## src/rtl/alu_pkg.sv

```systemverilog
`default_nettype none
// ============================================================================
//  Module   : alu_pkg
//  Brief    : Shared ALU opcodes, BIST LFSR mask, FSM encoding and LFSR step.
//  Revision : 1.0  initial release
// ============================================================================
package alu_pkg;

   localparam logic [2:0] ALU_AND = 3'b000;
   localparam logic [2:0] ALU_OR  = 3'b001;
   localparam logic [2:0] ALU_XOR = 3'b010;
   localparam logic [2:0] ALU_NOR = 3'b011;
   localparam logic [2:0] ALU_ADD = 3'b100;
   localparam logic [2:0] ALU_SUB = 3'b101;
   localparam logic [2:0] ALU_SLT = 3'b110;
   localparam logic [2:0] ALU_SLL = 3'b111;

   localparam logic [31:0] LFSR_MASK = 32'h8020_0003;

   typedef enum logic [2:0] {
      IDLE  = 3'd0,
      LOAD  = 3'd1,
      WAIT  = 3'd2,
      CHECK = 3'd3,
      DONE  = 3'd4
   } state_e;

   // Galois form: shift right, fold the mask in when a one falls out.
   function automatic logic [31:0] lfsr_step(input logic [31:0] v);
      lfsr_step = v[0] ? ((v >> 1) ^ LFSR_MASK) : (v >> 1);
   endfunction

endpackage
`default_nettype wire

```

## src/rtl/alu_golden.sv

```systemverilog
`default_nettype none
// ============================================================================
//  Module   : alu_golden
//  Brief    : Combinational reference ALU (op, A, B -> F, ZF, OF).
//  Revision : 1.0  initial release
// ============================================================================
module alu_golden
   import alu_pkg::*;
(
   input  logic [2:0]  alu_op_i,
   input  logic [31:0] a_i,
   input  logic [31:0] b_i,
   output logic [31:0] f_o,
   output logic        zf_o,
   output logic        of_o
);

   logic [31:0] w_sum;
   logic [31:0] w_diff;

   assign w_sum  = a_i + b_i;
   assign w_diff = a_i - b_i;

   always_comb begin
      f_o  = '0;
      of_o = 1'b0;
      case (alu_op_i)
         ALU_AND: f_o = a_i & b_i;
         ALU_OR:  f_o = a_i | b_i;
         ALU_XOR: f_o = a_i ^ b_i;
         ALU_NOR: f_o = ~(a_i | b_i);
         ALU_ADD: begin
            f_o  = w_sum;
            of_o = (a_i[31] == b_i[31]) && (w_sum[31] != a_i[31]);
         end
         ALU_SUB: begin
            f_o  = w_diff;
            of_o = (a_i[31] != b_i[31]) && (w_diff[31] != a_i[31]);
         end
         ALU_SLT: f_o = {31'b0, ($signed(a_i) < $signed(b_i))};
         ALU_SLL: f_o = b_i << a_i[4:0];
         default: f_o = '0;
      endcase
   end

   assign zf_o = (f_o == 32'h0);

endmodule
`default_nettype wire

```

## src/rtl/alu_bist.sv

```systemverilog
`default_nettype none
// ============================================================================
//  Module   : alu_bist
//  Brief    : ALU self-test master: LFSR operands, all ops, golden compare.
//  Revision : 1.0  initial release
// ============================================================================
module alu_bist
   import alu_pkg::*;
#(
   parameter int NUM_VECTORS   = 64,
   parameter int SETTLE_CYCLES = 1
) (
   input  logic        clk,
   input  logic        rst,
   input  logic        start,
   input  logic [31:0] seed,
   output logic [2:0]  ALU_OP,
   output logic [31:0] A,
   output logic [31:0] B,
   input  logic [31:0] F,
   input  logic        ZF,
   input  logic        OF,
   output logic        busy,
   output logic        done,
   output logic        pass,
   output logic [15:0] err_count,
   output logic [15:0] first_err_idx,
   output logic [2:0]  first_err_op
);

   localparam int SW = (SETTLE_CYCLES > 1) ? $clog2(SETTLE_CYCLES) : 1;

   state_e        state_q, state_d;
   logic [31:0]   lfsr_q, lfsr_d;
   logic [2:0]    op_q, op_d;
   logic [31:0]   a_q, a_d;
   logic [31:0]   b_q, b_d;
   logic          busy_q, busy_d;
   logic          done_q, done_d;
   logic          pass_q, pass_d;
   logic [15:0]   err_q, err_d;
   logic [15:0]   ferr_idx_q, ferr_idx_d;
   logic [2:0]    ferr_op_q, ferr_op_d;
   logic [15:0]   idx_q, idx_d;
   logic [SW-1:0] wait_q, wait_d;

   logic [31:0]   w_gold_f;
   logic          w_gold_zf;
   logic          w_gold_of;
   logic          w_mismatch;

   alu_golden u_golden (
      .alu_op_i (op_q),
      .a_i      (a_q),
      .b_i      (b_q),
      .f_o      (w_gold_f),
      .zf_o     (w_gold_zf),
      .of_o     (w_gold_of)
   );

   assign w_mismatch = ({F, ZF, OF} != {w_gold_f, w_gold_zf, w_gold_of});

   always_ff @(posedge clk or posedge rst) begin
      if (rst) begin
         state_q    <= IDLE;
         lfsr_q     <= 32'h1;
         op_q       <= '0;
         a_q        <= '0;
         b_q        <= '0;
         busy_q     <= 1'b0;
         done_q     <= 1'b0;
         pass_q     <= 1'b0;
         err_q      <= '0;
         ferr_idx_q <= '0;
         ferr_op_q  <= '0;
         idx_q      <= '0;
         wait_q     <= '0;
      end else begin
         state_q    <= state_d;
         lfsr_q     <= lfsr_d;
         op_q       <= op_d;
         a_q        <= a_d;
         b_q        <= b_d;
         busy_q     <= busy_d;
         done_q     <= done_d;
         pass_q     <= pass_d;
         err_q      <= err_d;
         ferr_idx_q <= ferr_idx_d;
         ferr_op_q  <= ferr_op_d;
         idx_q      <= idx_d;
         wait_q     <= wait_d;
      end
   end

   always_comb begin
      state_d    = state_q;
      lfsr_d     = lfsr_q;
      op_d       = op_q;
      a_d        = a_q;
      b_d        = b_q;
      busy_d     = busy_q;
      done_d     = done_q;
      pass_d     = pass_q;
      err_d      = err_q;
      ferr_idx_d = ferr_idx_q;
      ferr_op_d  = ferr_op_q;
      idx_d      = idx_q;
      wait_d     = wait_q;

      case (state_q)
         IDLE, DONE: begin
            // DONE publishes its result every cycle; a start overrides it below.
            if (state_q == DONE) begin
               busy_d = 1'b0;
               done_d = 1'b1;
               pass_d = (err_q == 16'h0);
            end
            if (start) begin
               state_d    = LOAD;
               lfsr_d     = (seed == 32'h0) ? 32'h1 : seed;
               err_d      = '0;
               ferr_idx_d = '0;
               ferr_op_d  = '0;
               done_d     = 1'b0;
               pass_d     = 1'b0;
               idx_d      = '0;
               busy_d     = 1'b1;
            end
         end
         LOAD: begin
            a_d     = lfsr_q;
            b_d     = lfsr_step(lfsr_q);
            lfsr_d  = lfsr_step(lfsr_step(lfsr_q));
            op_d    = idx_q[2:0];
            wait_d  = '0;
            state_d = WAIT;
         end
         WAIT: begin
            if (wait_q == SW'(SETTLE_CYCLES - 1)) begin
               state_d = CHECK;
            end else begin
               wait_d = wait_q + 1'b1;
            end
         end
         CHECK: begin
            if (w_mismatch) begin
               if (err_q != 16'hFFFF) begin
                  err_d = err_q + 16'd1;
               end
               if (err_q == 16'h0) begin
                  ferr_idx_d = idx_q;
                  ferr_op_d  = op_q;
               end
            end
            if (idx_q == 16'(NUM_VECTORS - 1)) begin
               state_d = DONE;
            end else begin
               idx_d   = idx_q + 16'd1;
               state_d = LOAD;
            end
         end
         default: state_d = IDLE;
      endcase
   end

   assign ALU_OP        = op_q;
   assign A             = a_q;
   assign B             = b_q;
   assign busy          = busy_q;
   assign done          = done_q;
   assign pass          = pass_q;
   assign err_count     = err_q;
   assign first_err_idx = ferr_idx_q;
   assign first_err_op  = ferr_op_q;

endmodule
`default_nettype wire

```

## config.mk

```make
export PLATFORM = sky130hd
export DESIGN_NAME = alu_bist
export DESIGN_NICKNAME = d
export VERILOG_FILES = /design/src/rtl/alu_pkg.sv /design/src/rtl/alu_golden.sv /design/src/rtl/alu_bist.sv
export SDC_FILE = /design/constraint.sdc
export NUM_CORES = 1
export LEC_CHECK = 0
export ABC_AREA = 0
export ABC_CLOCK_PERIOD_IN_PS = 8700
export CORE_ASPECT_RATIO = 1.4
export CORE_UTILIZATION = 25
export DETAILED_ROUTE_END_ITERATION = 10
export GPL_ROUTABILITY_DRIVEN = 0
export HOLD_SLACK_MARGIN = 0.08
export PLACE_DENSITY = 0.42
export RECOVER_POWER = 25
export SYNTH_ARGS = -nofsm -noshare
export SYNTH_HDL_FRONTEND = slang
export SYNTH_HIERARCHICAL = 1
export SYNTH_SLANG_ARGS = --single-unit
```

## constraint.sdc

```tcl
create_clock -name clk -period 8.7 [get_ports clk]
set_input_delay 1.305 -clock clk [delete_from_list [all_inputs] [get_ports clk]]
set_output_delay 1.305 -clock clk [all_outputs]
set_load 0.01 [all_outputs]
```

# Word-level counts from Yosys, hierarchy flattened
# Index checks and enable logic that the tools add are counted.
[classes]
addsub = 5
magnitude_cmp = 1
eq_ne = 24
shift = 1
mux = 32
n_bitwise = 6
reduce_logical = 18
[ops]
columns = ["cell", "count"]
rows = [
  ["case mux 32 bit (8 select lines)", 1],
  ["2-to-1 mux 32 bit", 4],
  ["2-to-1 mux 16 bit", 6],
  ["case mux 16 bit (2 select lines)", 3],
  ["logical NOT 32 bit", 2],
  ["case mux 32 bit (2 select lines)", 1],
  ["!= test 34 bit", 1],
  ["adder 16 x 1 -> 16 bit (second input constant)", 2],
  ["adder 32 bit", 1],
  ["AND 32 bit", 1],
  ["< comparator 32 bit", 1],
  ["inverter 32 bit", 1],
  ["OR 32 bit", 1],
  ["<< shifter 32 x 5 -> 32 bit", 1],
  ["subtractor 32 bit", 1],
  ["XOR 32 bit", 1],
  ["2-to-1 mux 3 bit", 6],
  ["equality test 16 x 6 -> 1 bit (second input constant)", 1],
  ["logical NOT 16 bit", 1],
  ["!= test 16 bit (second input constant)", 1],
  ["equality test 3 bit (second input constant)", 5],
  ["equality test 3 x 2 -> 1 bit (second input constant)", 4],
  ["!= test 2 bit (second input constant)", 6],
  ["case mux 3 bit (4 select lines)", 1],
  ["other kinds (15)", 34],
]
[totals]
regBits = 157
input_bits = 69
out_inout_bits = 105
elab_cells = 100

# Depth between registers and ports, before layout
[logic_depth]
ltp_word = 7
ltp_mapped = 24
ltp_nobuf = 19

# By module
# The synthesis kept the hierarchy.
[modules_own_cells]
columns = ["module", "n_inst", "cells_per_inst", "area_each_um2", "seq_area_each_um2"]
rows = [
  ["alu_golden", 1, 1137, 7920.1, 0.0],
  ["alu_bist", 1, 712, 6374.9, 3179.3],
]

# Least setup slack after synthesis
# OpenSTA, ideal clock, no wires.
[synth_path]
kind = "flip-flop to flip-flop"
start = "reg a_q[0], in the netlist A[0]"
end = "reg ferr_idx_q[10], in the netlist first_err_idx[10]"
setup_time_ns = 0.110
arrival_ns = 5.977
required_ns = 8.590
setup_slack_ns = 2.613
path_stages_with_launch = 24
path_buffers = 5
period_less_slack_ns = 6.087
path_cell_list = "dfrtp_1 clkinv_1 buf_1 buf_1 ha_1 fa_1 o21ba_2 or4_4 and2_2 a221oi_1 o211ai_1 or4_1 and4bb_1 nand4b_1 or4_1 nand4b_1 nor4_2 xor2_1 nor4_2 buf_2 buf_4 buf_2 o21ai_0 o41ai_1"
[synth_between]
elab_chain_len = 7
elab_cells_between_ends = 18
cone_classes = "2 x add/sub; 1 x order compare; 4 x eq/ne; 1 x shift; 2 x mux; 4 x bitwise; 4 x reduce/logical"
[synth_lines]
columns = ["element", "line", "rtl"]
rows = [
  ["from (decl)", "alu_bist.sv:36", "logic [31:0] a_q, a_d;"],
  ["from (signal assigned)", "alu_bist.sv:68", "a_q <= '0;"],
  ["from (signal assigned)", "alu_bist.sv:82", "a_q <= a_d;"],
  ["branches (longest 2 deep; another with subtractor 32 bit)", "--", ""],
  ["case mux 32 bit (8 select lines) (*)", "alu_golden.sv:27", "case (alu_op_i)"],
  ["logical NOT 32 bit (*)", "alu_golden.sv:46", "assign zf_o = (f_o == 32'h0);"],
  ["named net w_gold_zf", "alu_bist.sv:48", "logic w_gold_zf;"],
  ["!= test 34 bit (*)", "alu_bist.sv:61", "assign w_mismatch = ({F, ZF, OF} != {w_gold_f, w_gold_zf, w_gold_of});"],
  ["!= test 2 bit (no source line) (*)", "--", ""],
  ["AND reduction 4 bit (no source line) (*)", "--", ""],
  ["to (signal assigned)", "alu_bist.sv:88", "ferr_idx_q <= ferr_idx_d;"],
  ["to (decl)", "alu_bist.sv:42", "logic [15:0] ferr_idx_q, ferr_idx_d;"],
]
# Mark *: on every way through the listed nets, which the timed path passes.
# A chain may end at the register's enable or synchronous reset.

# Worst setup path after layout
[layout_path]
start = "reg a_q[2], in the netlist A[2]"
end = "reg err_q[1], in the netlist err_count[1]"
[layout_between]
elab_cells_between_ends = 18
cone_classes = "2 x add/sub; 1 x order compare; 4 x eq/ne; 1 x shift; 2 x mux; 4 x bitwise; 4 x reduce/logical"
[layout_lines]
columns = ["element", "line", "rtl"]
rows = [
  ["< comparator 32 bit / << shifter 32 x 5 -> 32 bit (equally long branches)", "alu_golden.sv:40, alu_golden.sv:41", ""],
  ["case mux 32 bit (8 select lines) (*)", "alu_golden.sv:27", ""],
  ["named net w_gold_f[0]", "alu_bist.sv:47", "logic [31:0] w_gold_f;"],
  ["logical NOT 32 bit (*)", "alu_golden.sv:46", ""],
  ["named net w_gold_zf", "alu_bist.sv:48", ""],
  ["!= test 34 bit (*)", "alu_bist.sv:61", ""],
  ["!= test 2 bit (no source line) (*)", "--", ""],
  ["AND reduction 4 bit (no source line) (*)", "--", ""],
  ["to (signal assigned)", "alu_bist.sv:87", "err_q <= err_d;"],
  ["to (decl)", "alu_bist.sv:41", "logic [15:0] err_q, err_d;"],
]
# Mark *: on every way through the listed nets, which the timed path passes. The rest lies on a longest branch.

==> reports/metrics.yaml <==
hold_depth: 2
avgSynthCellArea_sq_um: 7.73
ir_worst_vdd_v: 0.000133
finalSetupTns_ns: 0
hpwl_microns: 49100
routed_wl_microns: 63200
grt_use_met2: 0.382
insertion_delay_ns: 0.42
synth_ff_type: "dfrtp_1"
cts_buffers: 17
drtIter0Drc: 1124
via_per_inst: 5.49
r2r_end: "err_count[1]"
grt_use_met3: 0.0329
end_kind: "flop"
crit_path_cell_trace: "inv_1, ha_1, o21ba_2, or4_4, a2111oi_2, nor2_1, o211ai_1, a21oi_1, nor2_1, nand4b_1, or4_1, nand4b_1, nor4_2, xor2_1, nor4_4, buf_4, nor2b_1, mux2i_1"
power.density_mw_per_mm2: 454
worst_pin_slew_ns: 3.21
dr_total_vias: 14633
postLayoutCoreUtil: 0.302
finalHoldViolations: 0
fp.dieH_microns: 285
clockBufferDepth: 2
critical_path_arrival_ns: 6.97
hp-start: "lfsr_q[4]"
rsz0062_at_grt: "no"
post-cts-setup-buffer-count: 0
clkTransAtPathRegs_ns: 0.06
grt_max_degree: 68
violations: "max-capacitance violations, max-slew violations"
synthCells: 1849
holdBufCountCts: 0
ys_ff_latch: 127
synthArstFlopShare: 1.00
final_cell_mix: "nand2_1 (285), clkdlybuf4s50_1 (172), a21oi_1 (132)"
initial_core_util: 0.253
pin_count: 174
place_area_sq_mm: 0.0164
avgRoutedWirePerCell_microns: 23.7
fin_area_sq_mm: 0.0171
reg2reg_depth: 18
dr.pass1.iters: 6
nNetsFinal: 2093
start_kind: "flop"
slew_headroom: -1.15
drc: 0
grtUsageMet1: 0.248
synth_cell_types: 93
setup_viol: 0
r2r_start: "A[2]"
path_class: "flop to flop"
busiest_layer: "met2"
drv_slew: 114
numClockSinks: 127
syn_area_sq_mm: 0.0143
worst-path-max-fanout: 67
synth_edf_count: 0
cp_data_required_time_ns: 9.00
core_area_sq_mm: 0.0564
max_freq_mhz: 150
cts_tree: "yes"
grt.total_usage: 0.214
grt_pass1_wl_microns: 94600
area_delta_synth_final_pct: 19.3
period_needed_ns: 6.66
cts_root_buf: "clkbuf_16"
r2r_setup_slack_ns: 2.04
slowest_stage: "inv_1"
holdCritPathClass: "flop to flop"
status: "finished, violations left"
num_rows: 103
final_common_cell: "nand2_1"
grt_pass1_vias: 14733
die_w_microns: 204
ys_seq_area_frac: 0.222
yosysWarnings: 6
dieArea_sq_mm: 0.0582
finalCritPeriodShare: 0.766
cts.repair.resized: 0
overflow: 0
syn-num-nets: 2025
skew_ns: 0.00593
antenna_found_initial: 1
p_leak_nw: 6.91
cts_max_level: 4
min_to: "lfsr_q[4]"
slowest_delay_ns: 0.65
drv_cap: 2
drive_gt1_frac: 0.0772
final_antenna_net_count: 0
portBuffers: 173
[logic make-up (layout without fill, tap and decap cells)]
family | Yosys count | count (layout) | share of synthesized area
and+or+nand+nor | 648 | 648 | 0.214
AOI/OAI and AO/OA | 523 | 523 | 0.243
buffers and inverters | 262 | 343 | 0.0832
DFF | 127 | 127 | 0.222
adders and majority gates | 107 | 107 | 0.0947
muxes | 107 | 107 | 0.0969
xor gates and xnor gates | 75 | 75 | 0.0460
other | 0 | 2 | 0
[report_power, final]
group	total [W]	switching (W)	internal, W
Sequential	0.00121	0.000431	0.000779
Clock	0.000755	0.000276	0.000479
Combinational	0.00578	0.00364	0.00214
Total	0.00775	0.00435	0.00340
[state kept, by name (all words and copies together), names as in the netlist, 3 cells and up]
signal and cells:
A 31, ALU_OP 3, B 4, err_count 16, first_err_idx 16, first_err_op 3, idx_q 16, lfsr_q 32
state_q 3
[cells in the mapped netlist (7+ instances only)]
library cell,number,share of area
a211oi_1,29,0.015
a21o_1,11,0.0058
o22ai_1,10,0.0044
and2_1,7,0.0031
and3_1,12,0.0053
nor3_1,18,0.0063
o21bai_1,10,0.0053
a22oi_1,25,0.013
inv_1,102,0.027
nand2b_1,10,0.0044
buf_4,37,0.019
nor4_1,37,0.016
nor2b_1,14,0.0061
o211ai_1,19,0.010
clkbuf_1,82,0.022
o31ai_1,39,0.020
buf_2,24,0.0084
buf_1,9,0.0024
ha_1,105,0.092
nand4_1,28,0.012
or4_1,8,0.0042
mux2i_1,63,0.044
o21ai_0,122,0.043
xnor2_1,37,0.023
nand2_1,285,0.075
nor2_1,133,0.035
a221oi_1,26,0.016
a221o_1,7,0.0049
a31oi_1,14,0.0061
mux2_2,21,0.017
a21oi_1,132,0.046
mux4_2,23,0.036
dfrtp_1,126,0.22
or3_1,23,0.010
xor2_1,38,0.023
o221ai_1,9,0.0055
nand3_1,35,0.012
[cell type report]
cell class,instances,area [sq um]
Multi-Input combinational cell,1460,9950
Timing Repair Buffer,206,1980
Clock inverter,14,191
Sequential cell,127,3180
Antenna cell,2,5.00
Clock buffer,18,429
Fill cell,6168,39400
Inverter,105,395
Tap cell,735,920
[worst max-delay path by stage]
stage / start / to
3_5_place_dp: A[2] / err_count[0]
3_3_place_gp: A[2] / err_count[0]
2_1_floorplan: A[0] / first_err_idx[10]
5_1_grt: A[2] / err_count[6]
4_1_cts: A[2] / err_count[6]
6_report: A[2] / err_count[1]
[routing by layer]
metal / wire length, microns / vias to the layer above
met2: 31600 / 546
met5: 13 / -
li1: - / 6810
met1: 25300 / 7130
met4: 3080 / 2
met3: 3310 / 145
[through the flow]
stage	worst slack, ns	hold slack [ns]	instances	total power (W)
CTS	2.08	0.485	2665	0.00773
floorplan	2.61	0.446	1849	0.00494
global placement	2.27	0.461	2633	0.00693
detailed placement	2.12	0.474	2633	0.00694
finish	2.04	0.479	2667	0.00775
global route	1.69	0.530	2665	0.00830
[critical path: cells and delay by family (launching register included)]
family | cells | cell delay [ns]
AOI/OAI and AO/OA | 4 | 1.83
and+or+nand+nor | 9 | 2.29
adders and majority gates | 1 | 0.46
buffers and inverters | 2 | 1.19
DFF | 1 | 0.38
muxes | 1 | 0.15
xor gates and xnor gates | 1 | 0.15
Note: power is estimated with default switching activity, not from simulation.
